File: config.mk
export PLATFORM = sky130hd
export DESIGN_NAME = seq_bin2bcd_cgrundey_flat
export DESIGN_NICKNAME = d
export VERILOG_FILES = /design/src/rtl/seq_bin2bcd_cgrundey_if.sv /design/src/rtl/seq_bin2bcd_cgrundey.sv /design/src/flat_wrapper.sv
export SDC_FILE = /design/constraint.sdc
export NUM_CORES = 1
export LEC_CHECK = 0
export CAP_MARGIN = 20
export CORE_ASPECT_RATIO = 0.5
export CORE_MARGIN = 5
export CORE_UTILIZATION = 35
export DETAILED_ROUTE_END_ITERATION = 6
export GPL_TIMING_DRIVEN = 0
export SYNTH_ARGS = -nofsm -noshare
export SYNTH_HDL_FRONTEND = slang
export SYNTH_SLANG_ARGS = --single-unit
File: constraint.sdc
create_clock -name clk -period 2.1 [get_ports clk]
set_input_delay 0.63 -clock clk [delete_from_list [all_inputs] [get_ports clk]]
set_output_delay 0.63 -clock clk [all_outputs]
set_load 0.01 [all_outputs]
File: src/rtl/seq_bin2bcd_cgrundey_if.sv
// Request/result bundle for the sequential binary-to-BCD converter.
// master drives the request; slave (the converter) returns status and result.
interface seq_bin2bcd_cgrundey_if #(
    parameter int unsigned BIN_W  = 8,
    parameter int unsigned DIGITS = 3
);
    logic                  start;
    logic                  g_n;
    logic [BIN_W-1:0]      bin_in;
    logic                  busy;
    logic                  done;
    logic                  ovf;
    logic [4*DIGITS-1:0]   bcd_out;

    modport master (
        output start, g_n, bin_in,
        input  busy, done, ovf, bcd_out
    );

    modport slave (
        input  start, g_n, bin_in,
        output busy, done, ovf, bcd_out
    );
endinterface

File: src/rtl/seq_bin2bcd_cgrundey.sv
// Sequential shift-and-add-3 binary-to-BCD converter, one operand bit per clock,
// with blanking and saturation to an all-ones invalid code.
module seq_bin2bcd_cgrundey #(
    parameter int unsigned     BIN_W   = 8,
    parameter int unsigned     DIGITS  = 3,
    parameter longint unsigned MAX_VAL = 64'd10 ** DIGITS - 64'd1
) (
    input logic                   clk,
    input logic                   rst,
    seq_bin2bcd_cgrundey_if.slave bus
);
    localparam int unsigned SW = 4 * DIGITS;

    typedef enum logic [1:0] {StIdle, StConv, StDone} state_e;

    state_e              state_q, state_d;
    logic [BIN_W-1:0]    shift_q, shift_d;
    logic [SW-1:0]       scratch_q, scratch_d;
    logic [5:0]          cnt_q, cnt_d;
    logic                blank_q, blank_d;
    logic                ovf_next_q, ovf_next_d;
    logic                ovf_q, ovf_d;
    logic [SW-1:0]       bcd_q, bcd_d;

    logic [SW-1:0]       adj;
    logic [SW+BIN_W-1:0] step;
    logic                too_big;
    logic                load;

    assign too_big = 64'(bus.bin_in) > MAX_VAL;

    // Per-digit +3 correction; wraps within the nibble, never carries.
    always_comb begin
        adj = scratch_q;
        for (int i = 0; i < int'(DIGITS); i++) begin
            if (scratch_q[4*i +: 4] >= 4'd5) begin
                adj[4*i +: 4] = scratch_q[4*i +: 4] + 4'd3;
            end
        end
        step = {adj, shift_q} << 1;
    end

    always_comb begin
        state_d    = state_q;
        shift_d    = shift_q;
        scratch_d  = scratch_q;
        cnt_d      = cnt_q;
        blank_d    = blank_q;
        ovf_next_d = ovf_next_q;
        ovf_d      = ovf_q;
        bcd_d      = bcd_q;
        load       = 1'b0;

        unique case (state_q)
            StIdle: load = bus.start;
            StConv: begin
                scratch_d = step[SW+BIN_W-1 -: SW];
                shift_d   = step[BIN_W-1:0];
                cnt_d     = cnt_q - 6'd1;
                if (cnt_q == 6'd1) begin
                    state_d = StDone;
                    bcd_d   = (blank_q || ovf_next_q) ? '1 : step[SW+BIN_W-1 -: SW];
                    ovf_d   = ovf_next_q & ~blank_q;
                end
            end
            StDone: begin
                load    = bus.start;
                state_d = StIdle;
            end
            default: state_d = StIdle;
        endcase

        // DONE accepts a new request so held start gives back-to-back conversions.
        if (load) begin
            shift_d    = bus.bin_in;
            scratch_d  = '0;
            cnt_d      = 6'(BIN_W);
            blank_d    = bus.g_n;
            ovf_next_d = too_big;
            state_d    = StConv;
        end
    end

    always_ff @(posedge clk or posedge rst) begin
        if (rst) begin
            state_q    <= StIdle;
            shift_q    <= '0;
            scratch_q  <= '0;
            cnt_q      <= '0;
            blank_q    <= 1'b0;
            ovf_next_q <= 1'b0;
            ovf_q      <= 1'b0;
            bcd_q      <= '1;
        end else begin
            state_q    <= state_d;
            shift_q    <= shift_d;
            scratch_q  <= scratch_d;
            cnt_q      <= cnt_d;
            blank_q    <= blank_d;
            ovf_next_q <= ovf_next_d;
            ovf_q      <= ovf_d;
            bcd_q      <= bcd_d;
        end
    end

    assign bus.busy    = (state_q == StConv);
    assign bus.done    = (state_q == StDone);
    assign bus.ovf     = ovf_q;
    assign bus.bcd_out = bcd_q;
endmodule

File: src/flat_wrapper.sv
// flat-port wrapper written by rule: the top's interface ports become plain ports
module seq_bin2bcd_cgrundey_flat 
#(
    parameter int unsigned     BIN_W   = 8,
    parameter int unsigned     DIGITS  = 3,
    parameter longint unsigned MAX_VAL = 64'd10 ** DIGITS - 64'd1
)
  (clk, rst, bus_start, bus_g_n, bus_bin_in, bus_busy, bus_done, bus_ovf, bus_bcd_out);
  seq_bin2bcd_cgrundey_if #(.BIN_W(BIN_W), .DIGITS(DIGITS)) bus_i ();
  input logic clk;
  input logic rst;
  input wire logic [$bits(bus_i.start)-1:0] bus_start;
  input wire logic [$bits(bus_i.g_n)-1:0] bus_g_n;
  input wire logic [$bits(bus_i.bin_in)-1:0] bus_bin_in;
  output wire logic [$bits(bus_i.busy)-1:0] bus_busy;
  output wire logic [$bits(bus_i.done)-1:0] bus_done;
  output wire logic [$bits(bus_i.ovf)-1:0] bus_ovf;
  output wire logic [$bits(bus_i.bcd_out)-1:0] bus_bcd_out;
  assign bus_i.start = bus_start;
  assign bus_i.g_n = bus_g_n;
  assign bus_i.bin_in = bus_bin_in;
  assign bus_busy = bus_i.busy;
  assign bus_done = bus_i.done;
  assign bus_ovf = bus_i.ovf;
  assign bus_bcd_out = bus_i.bcd_out;
  seq_bin2bcd_cgrundey #(.BIN_W(BIN_W), .DIGITS(DIGITS), .MAX_VAL(MAX_VAL)) u_core (.clk(clk), .rst(rst), .bus(bus_i));
endmodule
== Word-level counts from Yosys, hierarchy flattened ==
Index checks and enable logic that the tools add are counted.
Storage, ports and cells
  register bits: 41
  input bits: 12
  output and inout bits: 15
Operators by class
  add/subtract/negate cells: 4
  $lt $le $gt $ge: 3
  equality and inequality tests: 5
  multiplexer cells: 14
  reductions and logical operators: 5
Operators with widths (count)
  $mux 12: 3
  $mux 8: 2
  $ge 4x3->1 const B: 3
  $mux 6: 2
  $add 4x2->4 const B: 2
  $mux 4: 2
  $eq 6x1->1 const B: 1
  $sub 6x1->6 const B: 1
  $mux 2: 2
  $pmux 2 s2: 1
  $reduce_and 2->1: 2
  $add 3x2->3 const B: 1
  $mux 3: 1
  $ne 3x1->1 const B: 1
  $eq 2x1->1 const B: 1
  $eq 2x2->1 const B: 1
  $logic_not 2->1: 1
  $ne 2x1->1 const B: 1
  $reduce_bool 2->1: 1
  $reduce_or 2->1: 1
  $mux 1: 1

== Depth between registers and ports, before layout ==
Gate-level depths: netlist of run 1.
  depth after elaboration: 5
  gate-level depth with buffers: 7
  mapped depth without buffers: 6

== Worst setup path after synthesis of run 1 ==
Ideal clock, no wire load.
  path kind: input-to-reg
  start: input port bus_start
  end: register u_core.scratch_q[1]
  setup time: 0.121 ns
  arrival time: 1.547 ns
  setup slack: 0.432 ns
  stages: 5
  cell sequence: nor2b_1 -> clkbuf_1 -> nor2_1 -> clkbuf_1 -> a22o_1
On the way
  cells in the longest elaborated chain, start to end: 2
  elaborated cells between the ends (all ways): 3
  classes of those cells: 2 x mux; 1 x reduce/logical
Ends and longest elaborated chain
  start: declaration: RTL line flat_wrapper.sv:12  | input wire logic [$bits(bus_i.start)-1:0] bus_start;
  $mux 1 (*): RTL line seq_bin2bcd_cgrundey.sv:54  | unique case (state_q)
  $mux 12 or $reduce_bool 2->1 (tied branches)
  end signal: assignment: RTL line seq_bin2bcd_cgrundey.sv:97  | scratch_q <= scratch_d;
  end: declaration: RTL line seq_bin2bcd_cgrundey.sv:18  | logic [SW-1:0] scratch_q, scratch_d;
Every way passes the cells marked *; elsewhere a longest branch is shown, timed or not.
A chain may end at the register's enable or synchronous reset.

== Worst setup path after layout of run 1 ==
  start: register u_core.state_q[1]
  end: output port bus_busy
On the way
  cells in the longest elaborated chain, start to end: 1
Ends and longest elaborated chain
  start: declaration: RTL line seq_bin2bcd_cgrundey.sv:16  | state_e state_q, state_d;
  start signal: assignment: RTL line seq_bin2bcd_cgrundey.sv:86  | state_q <= StIdle;
  start signal: assignment: RTL line seq_bin2bcd_cgrundey.sv:95  | state_q <= state_d;
  $eq 2x1->1: RTL line seq_bin2bcd_cgrundey.sv:106  | assign bus.busy = (state_q == StConv);
  end: declaration: RTL line flat_wrapper.sv:15  | output wire logic [$bits(bus_i.busy)-1:0] bus_busy;
Every way passes these cells.

==> impl_metrics.csv, run 1 <==
group,metric,value,unit
clock_tree,cts_tree,"yes",
placement,dp_cells,281,
clock_tree,post_cts_buffers,0,
synthesis,synth_ff_type,"dfrtp_1",
final_layout,areaGrowthSynthToFinish,23.9,%
run_status,status,"completed",
drt,drc_errors,0,
setup_path,path_delay_family,"buffers and inverters",
global_route,grt_pass1_wl,6.76,mm
timing,setup_tns,0,ns
placement,dp_hpwl,2.80,mm
timing,fin_crit_sh,97.1,%
synthesis,syn_area,1940,µm²
timing,fin_crit,2.04,ns
synthesis,synth_top_area_share,37.4,%
die,die_area,7220,µm²
die,ios,27,
synthesis,ys_warn_count,0,
clock_tree,path_clk_slew,0.07,ns
synthesis,synthesis.instances,183,
setup_path,crit_start,"u_core.state_q[1]",
power_and_ir_drop,peakVddDrop,0.416,mV
final_layout,final_cell_mix,"31 x nand2_1, 29 x dfrtp_1, 24 x clkdlybuf4s50_1, 14 x o21ai_0, 12 x dfstp_2",
synthesis,ys_async_sr_fraction,100,%
setup_path,cp_num_buf_inv,3,
clock_tree,cts.sinks,41,
die,core_area,5420,µm²
setup_path,crit_slowest_cell,"dfrtp_1",
drt,ant_nets,0,
setup_path,reg2reg_from,"u_core.cnt_q[2]",
hold_path,hp-start,"u_core.cnt_q[4]",
final_layout,final_core_util,44.3,%
timing,drv_slew,0,
synthesis,synth_top_cell_by_area,"dfrtp_1",
placement,port_buffers,25,
hold_path,hold_path.class,"reg -> reg",
setup_path,crit_chain,"nand2b_4 -> inv_4 -> buf_6 -> dlygate4sd2_1",
synthesis,synth_area_leaders,"dfrtp_1 37%, dfstp_2 16%, nand2_1 6.0%",
setup_path,worst-setup-path-type,"reg -> out",
timing,max_freq,491,MHz
synthesis,yosysSeqAreaShare,53.6,%
clock_tree,cts_buffers,5,
power_and_ir_drop,power_density,900,nW/µm²
clock_tree,max-clock-path-buffers,2,
synthesis,avgSynthCellArea,10.6,µm²
global_route,globalRouteOverflowTotal,0,
global_route,antenna_found_initial,0,
hold_path,hold_depth,1,
final_layout,layout_commonest_cell,"nand2_1",
global_route,grt_pass1_vias,1414,
final_layout,multi_input_area,828,µm²
setup_path,max_stage_delay,0.40,ns
power_and_ir_drop,leakage,1.01,nW
synthesis,syn-num-nets,203,
setup_path,regToRegSetupSlack,0.29,ns
synthesis,ys_seq_elements,41,
final_layout,layout-drive-gt1-share,21.8,%
global_route,grt_max_degree,42,
setup_path,cp.required,1.47,ns
setup_path,cp_max_fo,10,
clock_tree,cts_root_buf,"clkbuf_8",
die,rows,19,
setup_path,r2r_end,"u_core.bus.bcd_out[10]",
die,start_util,35.8,%
final_layout,layout.cells.non_filler,289,
clock_tree,clkLatencyLatePin,0.29,ns
synthesis,synth.distinct_cells,33,
timing,clock_skew,0.00432,ns
global_route,gr-usage-all-layers,11.9,%
setup_path,end_kind,"output pin",
drt,drt_iter0_markers,48,
timing,setup_viol,0,
setup_path,reg2reg_depth,4,
synthesis,synth-edff-count,0,
drt,post_drt_wl_per_cell,13.6,µm
drt,vias_per_cell,4.80,
placement,globalplace.congestion,0.720,
timing,rsz0062_at_grt,"false",
job,drv_cap,0,
final_layout,fin_nets,235,
setup_path,startpoint_type,"register",
final_layout,register_area,1040,µm²
timing,final_hold_viol_count,0,
clock_tree,htreeDepth,2,
die,die_x,115,µm
drt,dr_total_vias,1387,
timing,slew_headroom,43.9,%
drt,finalWirelength,3.94,mm
setup_path,worst_ep_arrival_time,1.41,ns
final_layout,fillers,524,
final_layout,n_antenna_cell,0,
drt,drt_first_pass_iters,4,
die,die_y,62.7,µm
hold_path,min_delay_worst_endpoint,"u_core.cnt_q[4]",
timing,worstMarginPinSlew,0.840,ns
## worst max path at each step
stage / end / cells after the start
2_1_floorplan: u_core.scratch_q[1] / 5
3_3_place_gp: bus_busy / 4
3_5_place_dp: bus_busy / 4
4_1_cts: u_core.scratch_q[3] / 7
5_1_grt: bus_busy / 4
6_report: bus_busy / 4
## registers in the layout, indices dropped and copies added, names as in the netlist
signal and cells:
u_core.bus.bcd_out 12, u_core.scratch_q 12, u_core.shift_q 8, u_core.cnt_q 6, u_core.state_q 2, u_core.blank_q 1
## report_power, final
part | switching (W) | internal (W) | leakage (nW)
clock network | 0.000262 | 0.000297 | 0.0542
logic | 0.000306 | 0.000295 | 0.465
registers | 0.000102 | 0.000900 | 0.488
total | 0.000670 | 0.00149 | 1.01
## final cells by class
class                   count  share of cell area, %
well taps                  73                   3.80
inverters                  11                   1.82
clock buffers               7                   4.01
flip-flops and latches     41                   43.3
multi-input cells         124                   34.5
plain buffers               7                   2.03
repair buffers             25                   10.4
clock inverters             1                  0.208
## logic make-up (layout without fill, tap and decap cells)
logic type | Yosys count | after routing | synth area share, %
xor+xnor | 4 | 4 | 1.81
compound gates | 49 | 49 | 17.9
fa+ha+maj | 8 | 8 | 5.16
simple gates | 59 | 59 | 15.6
buf+inv | 18 | 51 | 4.06
mux | 3 | 3 | 1.68
other cells | 1 | 1 | 0.193
flops | 41 | 41 | 53.6
## metrics by stage
stage	cell area, µm²	total power (W)	hold WS, ns	worst slack [ns]
2_1_floorplan	1940	0.00148	0.446	0.432
4_1_cts	2400	0.00218	0.481	0.0157
6_report	2400	0.00216	0.483	0.0619
5_1_grt	2400	0.00234	0.509	0.00289
3_3_place_gp	2280	0.00159	0.460	-0.457
3_5_place_dp	2280	0.00162	0.463	-0.475
## routing by layer
metal,GRT usage [%],wire length [µm]
met5,0,0
met4,3.51,34
met3,3.38,191
met2,19.5,1870
met1,15.2,1850
## cells in the mapped netlist, types with 2 or more instances
| master | number |
|---|---|
| nand2_1 | 31 |
| dfrtp_1 | 29 |
| o21ai_0 | 14 |
| dfstp_2 | 12 |
| inv_1 | 11 |
| a21oi_1 | 8 |
| ha_1 | 8 |
| a22oi_1 | 7 |
| nor2_1 | 7 |
| o22a_2 | 7 |
| a22o_1 | 6 |
| a21oi_2 | 5 |
| nand2b_1 | 5 |
| nor3b_1 | 5 |
| clkbuf_1 | 4 |
| xnor2_1 | 4 |
| mux2_2 | 2 |
| nand3_1 | 2 |
| nor2b_1 | 2 |
## timing repair
| item | 4_1_cts | 5_1_grt |
|---|---|---|
| endpoints found under the setup margin | 21 | 9 |
| hold buffers | 0 | 0 |
| endpoints found under the hold margin | 0 | 0 |
| gates resized for setup | 10 | 2 |
Note: power is estimated with default switching activity, not from simulation.
==> inputs of run 2 (changes only) <==
--- a/config.mk
+++ b/config.mk
@@ -11,6 +11,7 @@
 export CORE_UTILIZATION = 35
 export DETAILED_ROUTE_END_ITERATION = 6
 export GPL_TIMING_DRIVEN = 0
+export REMOVE_ABC_BUFFERS = 1
 export SYNTH_ARGS = -nofsm -noshare
 export SYNTH_HDL_FRONTEND = slang
 export SYNTH_SLANG_ARGS = --single-unit
==> constraint.sdc (replaced) <==
create_clock -name clk -period 2.2 [get_ports clk]
set_input_delay 0.66 -clock clk [delete_from_list [all_inputs] [get_ports clk]]
set_output_delay 0.66 -clock clk [all_outputs]
set_load 0.01 [all_outputs]
==> run 2 against run 1 <==
  * Final cell count is 0.69% lower
  * Sequential cell count stayed put
  * Register-to-register slack better by 0.19 ns
  * Core utilization is 0.25 points lower
  * Setup slack better by 0.084 ns
  * Die area stayed put
  * Sequential share of layout area is 0.25 points higher
  * Largest power group unchanged
==> impl_metrics.csv, run 2 (same netlist as run 1, synthesis figures left out) <==
group,metric,value,unit
global_route,globalRouteOverflowTotal,0,
global_route,grt_max_degree,42,
drt,dr_total_vias,1421,
timing,final_hold_viol_count,0,
setup_path,crit_start,"u_core.state_q[0]",
die,die_x,115,µm
setup_path,worst_ep_arrival_time,1.39,ns
job,drv_cap,0,
clock_tree,clkLatencyLatePin,0.29,ns
drt,vias_per_cell,4.95,
placement,globalplace.congestion,0.772,
power_and_ir_drop,switchingPower,0.000640,W
setup_path,worst-setup-path-type,"reg -> out",
global_route,grt_pass1_wl,6.89,mm
setup_path,startpoint_type,"register",
setup_path,regToRegSetupSlack,0.48,ns
power_and_ir_drop,p_int,0.00136,W
setup_path,cp_max_fo,4,
power_and_ir_drop,p_comb_share,28.8,%
setup_path,end_kind,"output pin",
final_layout,areaGrowthSynthToFinish,23.1,%
die,core_area,5420,µm²
power_and_ir_drop,power.share.clock,22.8,%
global_route,gr-usage-all-layers,11.9,%
die,rows,19,
setup_path,max_stage_delay,0.55,ns
setup_path,reg2reg_depth,5,
power_and_ir_drop,power_density,835,nW/µm²
power_and_ir_drop,total_power,0.00200,W
hold_path,hold_path.class,"reg -> reg",
setup_path,crit_slowest_cell,"clkdlybuf4s50_1",
final_layout,fin_nets,234,
setup_path,crit_chain,"nor2b_1 -> clkdlybuf4s50_1",
final_layout,fillers,547,
timing,max_freq,487,MHz
placement,dp_cells,275,
die,ios,27,
setup_path,reg2reg_from,"u_core.cnt_q[2]",
clock_tree,cts.sinks,41,
timing,fin_crit_sh,93.3,%
timing,clock_skew,0.00675,ns
final_layout,n_antenna_cell,0,
power_and_ir_drop,sw_frac_of_total,32.1,%
power_and_ir_drop,seqPwrFrac,48.3,%
global_route,antenna_found_initial,0,
drt,post_drt_wl_per_cell,13.4,µm
timing,slew_headroom,43.9,%
clock_tree,cts_root_buf,"clkbuf_8",
die,start_util,35.8,%
power_and_ir_drop,peakVddDrop,0.271,mV
clock_tree,path_clk_slew,0.07,ns
final_layout,final_core_util,44.1,%
setup_path,r2r_end,"u_core.bus.bcd_out[8]",
clock_tree,max-clock-path-buffers,2,
drt,drt_first_pass_iters,4,
setup_path,endpoint,"bus_done",
final_layout,layout_commonest_cell,"nand2_1",
drt,finalWirelength,3.84,mm
clock_tree,htreeDepth,2,
timing,setup_tns,0,ns
final_layout,final_cell_mix,"31 x nand2_1, 29 x dfrtp_1, 24 x clkdlybuf4s50_1, 14 x o21ai_0, 12 x dfstp_2",
final_layout,layout.cells.non_filler,287,
timing,setup_viol,0,
final_layout,layout-drive-gt1-share,22.0,%
timing,fin_crit,2.05,ns
power_and_ir_drop,leakage,0.994,nW
placement,dp_hpwl,2.61,mm
run_status,status,"completed",
global_route,grt_pass1_vias,1467,
timing,rsz0062_at_grt,"false",
drt,drt_iter0_markers,31,
hold_path,hold_depth,2,
timing,drv_slew,0,
timing,whs,0.479,ns
die,die_y,62.7,µm
clock_tree,cts_buffers,5,
die,die_area,7220,µm²
timing,worstMarginPinSlew,0.840,ns
clock_tree,cts_tree,"yes",
setup_path,cp.required,1.54,ns
drt,drc_errors,0,
placement,port_buffers,25,
drt,ant_nets,0,
hold_path,hp-start,"u_core.shift_q[2]",
run 2: cell types whose count changed in the layout (fill, tap and decap cells not counted), moves of 2 or more:
cell / delta
clkbuf_8: -2
clkbuf_2: -3
buf_4: +4
buf_6: -2
run 2: what timing repair did:
| action | 4_1_cts | 5_1_grt |
|---|---|---|
| setup endpoints to repair | 9 | 11 |
| hold buffers | 0 | 0 |
| pin swaps | 1 | 0 |
| setup buffers | 5 | 0 |
| gates resized for setup | 4 | 1 |
| hold endpoints to repair | 0 | 0 |
run 2: worst min path at each step:
stage	to
2_1_floorplan	u_core.shift_q[1]
3_3_place_gp	u_core.shift_q[3]
3_5_place_dp	u_core.shift_q[6]
4_1_cts	u_core.shift_q[6]
5_1_grt	u_core.cnt_q[4]
6_report	u_core.shift_q[2]
run 2: cell type report:
type / instances / area [µm²] / share of cell area [%]
Sequential cell: 41 / 1040 / 43.6
Multi-Input combinational cell: 124 / 833 / 34.9
Timing Repair Buffer: 31 / 302 / 12.6
Tap cell: 73 / 91.3 / 3.82
Clock buffer: 6 / 72.6 / 3.04
Inverter: 11 / 45.0 / 1.88
Clock inverter: 1 / 5.00 / 0.209
run 2: power by group through the flow:
stage	Clock (W)	Combinational, W	Sequential, W
floorplan	0	0.000468	0.000946
global placement	0	0.000561	0.000967
detailed placement	0	0.000583	0.000974
CTS	0.000479	0.000586	0.000961
global route	0.000505	0.000673	0.000981
finish	0.000455	0.000575	0.000965
run 2: critical path, delay by kind of cell (launching register included):
family | cells | cell delay, ns
DFF | 1 | 0.43
buffers and inverters | 1 | 0.55
and+or+nand+nor | 1 | 0.12
run 2: metal layers:
layer	GRT usage (%)	part of all wire, %	up-vias
met1	15.0	48	697
met5	0	0	-
met4	4.98	0.99	0
met3	3.09	3.3	5
met2	19.2	48	19
li1	-	-	700
run 2: through the flow:
stage / setup slack, ns / cell area [µm²]
after global routing: 0.0482 / 2390
after detailed placement: -0.428 / 2260
after floorplan: 0.175 / 1900
final: 0.146 / 2390
after CTS: 0.0505 / 2390
after global placement: -0.771 / 2240
==> inputs of run 3 (changes only) <==
--- a/config.mk
+++ b/config.mk
@@ -10,7 +10,6 @@
 export CORE_MARGIN = 5
 export CORE_UTILIZATION = 35
 export DETAILED_ROUTE_END_ITERATION = 6
-export GPL_TIMING_DRIVEN = 0
 export REMOVE_ABC_BUFFERS = 1
 export SYNTH_ARGS = -nofsm -noshare
 export SYNTH_HDL_FRONTEND = slang
==> run 3 against run 2 <==
  * Via count shrank 0.49%
  * Power grew 0.87%
  * Clock-buffer cell count is the same
  * Final cell count grew 0.70%
  * Critical path type unchanged
  * Highest routed layer unchanged
==> impl_metrics.csv, run 3 (same netlist as run 1, synthesis figures left out) <==
group,metric,value,unit
run_status,status,"completed",
die,die_x,115,µm
final_layout,final_cell_mix,"31 x nand2_1, 29 x dfrtp_1, 25 x clkdlybuf4s50_1, 14 x o21ai_0, 12 x dfstp_2",
die,ios,27,
setup_path,worst-setup-path-type,"reg -> out",
placement,dp_hpwl,2.75,mm
timing,whs,0.483,ns
power_and_ir_drop,switchingPower,0.000648,W
timing,slew_headroom,61.2,%
global_route,grt_util_met3,2.90,%
timing,rsz0062_at_grt,"false",
placement,dp_slack,0.0871,ns
die,rows,19,
drt,drt_iter0_markers,61,
clock_tree,cts_hold_buf,0,
drt,dr_total_vias,1414,
power_and_ir_drop,sw_frac_of_total,32.2,%
die,core_area,5420,µm²
drt,post_drt_wl_per_cell,13.1,µm
clock_tree,cts_buffers,5,
global_route,gr-usage-all-layers,11.3,%
setup_path,end_kind,"output pin",
final_layout,register_area,1040,µm²
power_and_ir_drop,peakVddDrop,0.292,mV
final_layout,final_core_util,44.4,%
setup_path,startpoint_type,"register",
clock_tree,clkLatencyLatePin,0.28,ns
drt,vias_per_cell,4.89,
final_layout,multi_input_area,821,µm²
timing,layout_setup_ws,0.130,ns
clock_tree,cts_tree,"yes",
final_layout,fillers,537,
global_route,grt_pass1_wl,6.58,mm
global_route,globalRouteOverflowTotal,0,
clock_tree,max-clock-path-buffers,2,
final_layout,fin_nets,235,
setup_path,worst_ep_arrival_time,1.41,ns
drt,finalWirelength,3.78,mm
timing,worstMarginPinSlew,0.580,ns
global_route,gr-max-usage-layer,"met2",
die,start_util,35.8,%
placement,globalplace.congestion,0.806,
final_layout,layout_commonest_cell,"nand2_1",
clock_tree,cts_resized,0,
power_and_ir_drop,total_power,0.00201,W
power_and_ir_drop,power_density,837,nW/µm²
power_and_ir_drop,seqPwrFrac,47.7,%
final_layout,n_antenna_cell,0,
clock_tree,cts_root_buf,"clkbuf_8",
clock_tree,cts.sinks,41,
timing,setup_tns,0,ns
global_route,grt_pass1_vias,1425,
timing,setup_viol,0,
global_route,global_route.usage.met2,18.6,%
final_layout,areaGrowthSynthToFinish,23.9,%
timing,final_hold_viol_count,0,
placement,port_buffers,25,
timing,max_freq,483,MHz
timing,drv_slew,0,
clock_tree,post_cts_buffers,0,
job,drv_cap,0,
drt,drt_first_pass_iters,4,
timing,fin_crit_sh,94.1,%
die,die_area,7220,µm²
global_route,antenna_found_initial,0,
power_and_ir_drop,p_int,0.00136,W
power_and_ir_drop,p_comb_share,29.3,%
clock_tree,path_clk_slew,0.08,ns
die,die_y,62.7,µm
timing,clock_skew,0.00337,ns
drt,drc_errors,0,
drt,ant_nets,0,
final_layout,layout-drive-gt1-share,20.4,%
power_and_ir_drop,power.share.clock,23.0,%
global_route,use_met1,14.6,%
timing,fin_crit,2.07,ns
global_route,grt_max_degree,42,
setup_path,cp_max_fo,2,
clock_tree,htreeDepth,2,
setup_path,cp.required,1.54,ns
hold_path,hold_path.class,"reg -> reg",
power_and_ir_drop,leakage,1.01,nW
==> run 3: area by class of cell <==
class	instances	share of cell area, %
sequential	41	43.3
multi-input combinational	124	34.1
timing repair buffer	32	13.6
tap	73	3.80
clock buffer	6	3.02
inverter	11	1.72
clock inverter	2	0.416
==> run 3: worst paths after layout <==
kind	from	end	cells past startpoint	slack [ns]
worst max-delay path	u_core.state_q[1]	bus_busy	3	0.13
worst min-delay path	u_core.shift_q[2]	u_core.shift_q[2]	2	0.48
worst max register to register	u_core.state_q[0]	u_core.cnt_q[0]	7	0.52
worst min register to register	u_core.shift_q[2]	u_core.shift_q[2]	2	0.48
max in group asynchronous	rst	u_core.bus.bcd_out[10]	3	1.21
min in group asynchronous	rst	u_core.shift_q[5]	3	0.73
==> run 3: power groups by stage <==
stage	Clock, W	Combinational, W	Sequential, W
2_1_floorplan	0	0.000468	0.000946
3_3_place_gp	0	0.000570	0.000970
3_5_place_dp	0	0.000595	0.000972
4_1_cts	0.000487	0.000599	0.000958
5_1_grt	0.000510	0.000669	0.000979
6_report	0.000463	0.000590	0.000960
==> run 3: metrics by stage <==
stage / cell area (µm²) / std cells
6_report: 2400 / 289
5_1_grt: 2400 / 289
4_1_cts: 2400 / 289
3_5_place_dp: 2320 / 281
3_3_place_gp: 2320 / 281
2_1_floorplan: 1900 / 176
==> run 3: metal layers <==
| metal | up-vias | share of wire [%] |
|---|---|---|
| li1 | 694 | - |
| met1 | 700 | 50 |
| met2 | 18 | 47 |
| met3 | 2 | 2.8 |
| met4 | 0 | 0.77 |
| met5 | - | 0 |
==> run 3: worst max-delay path, cell delays in order, from the launching register on <==
cell             delay, ns
dfrtp_1               0.37
nand2b_1              0.15
inv_1                 0.07
clkdlybuf4s50_1       0.53
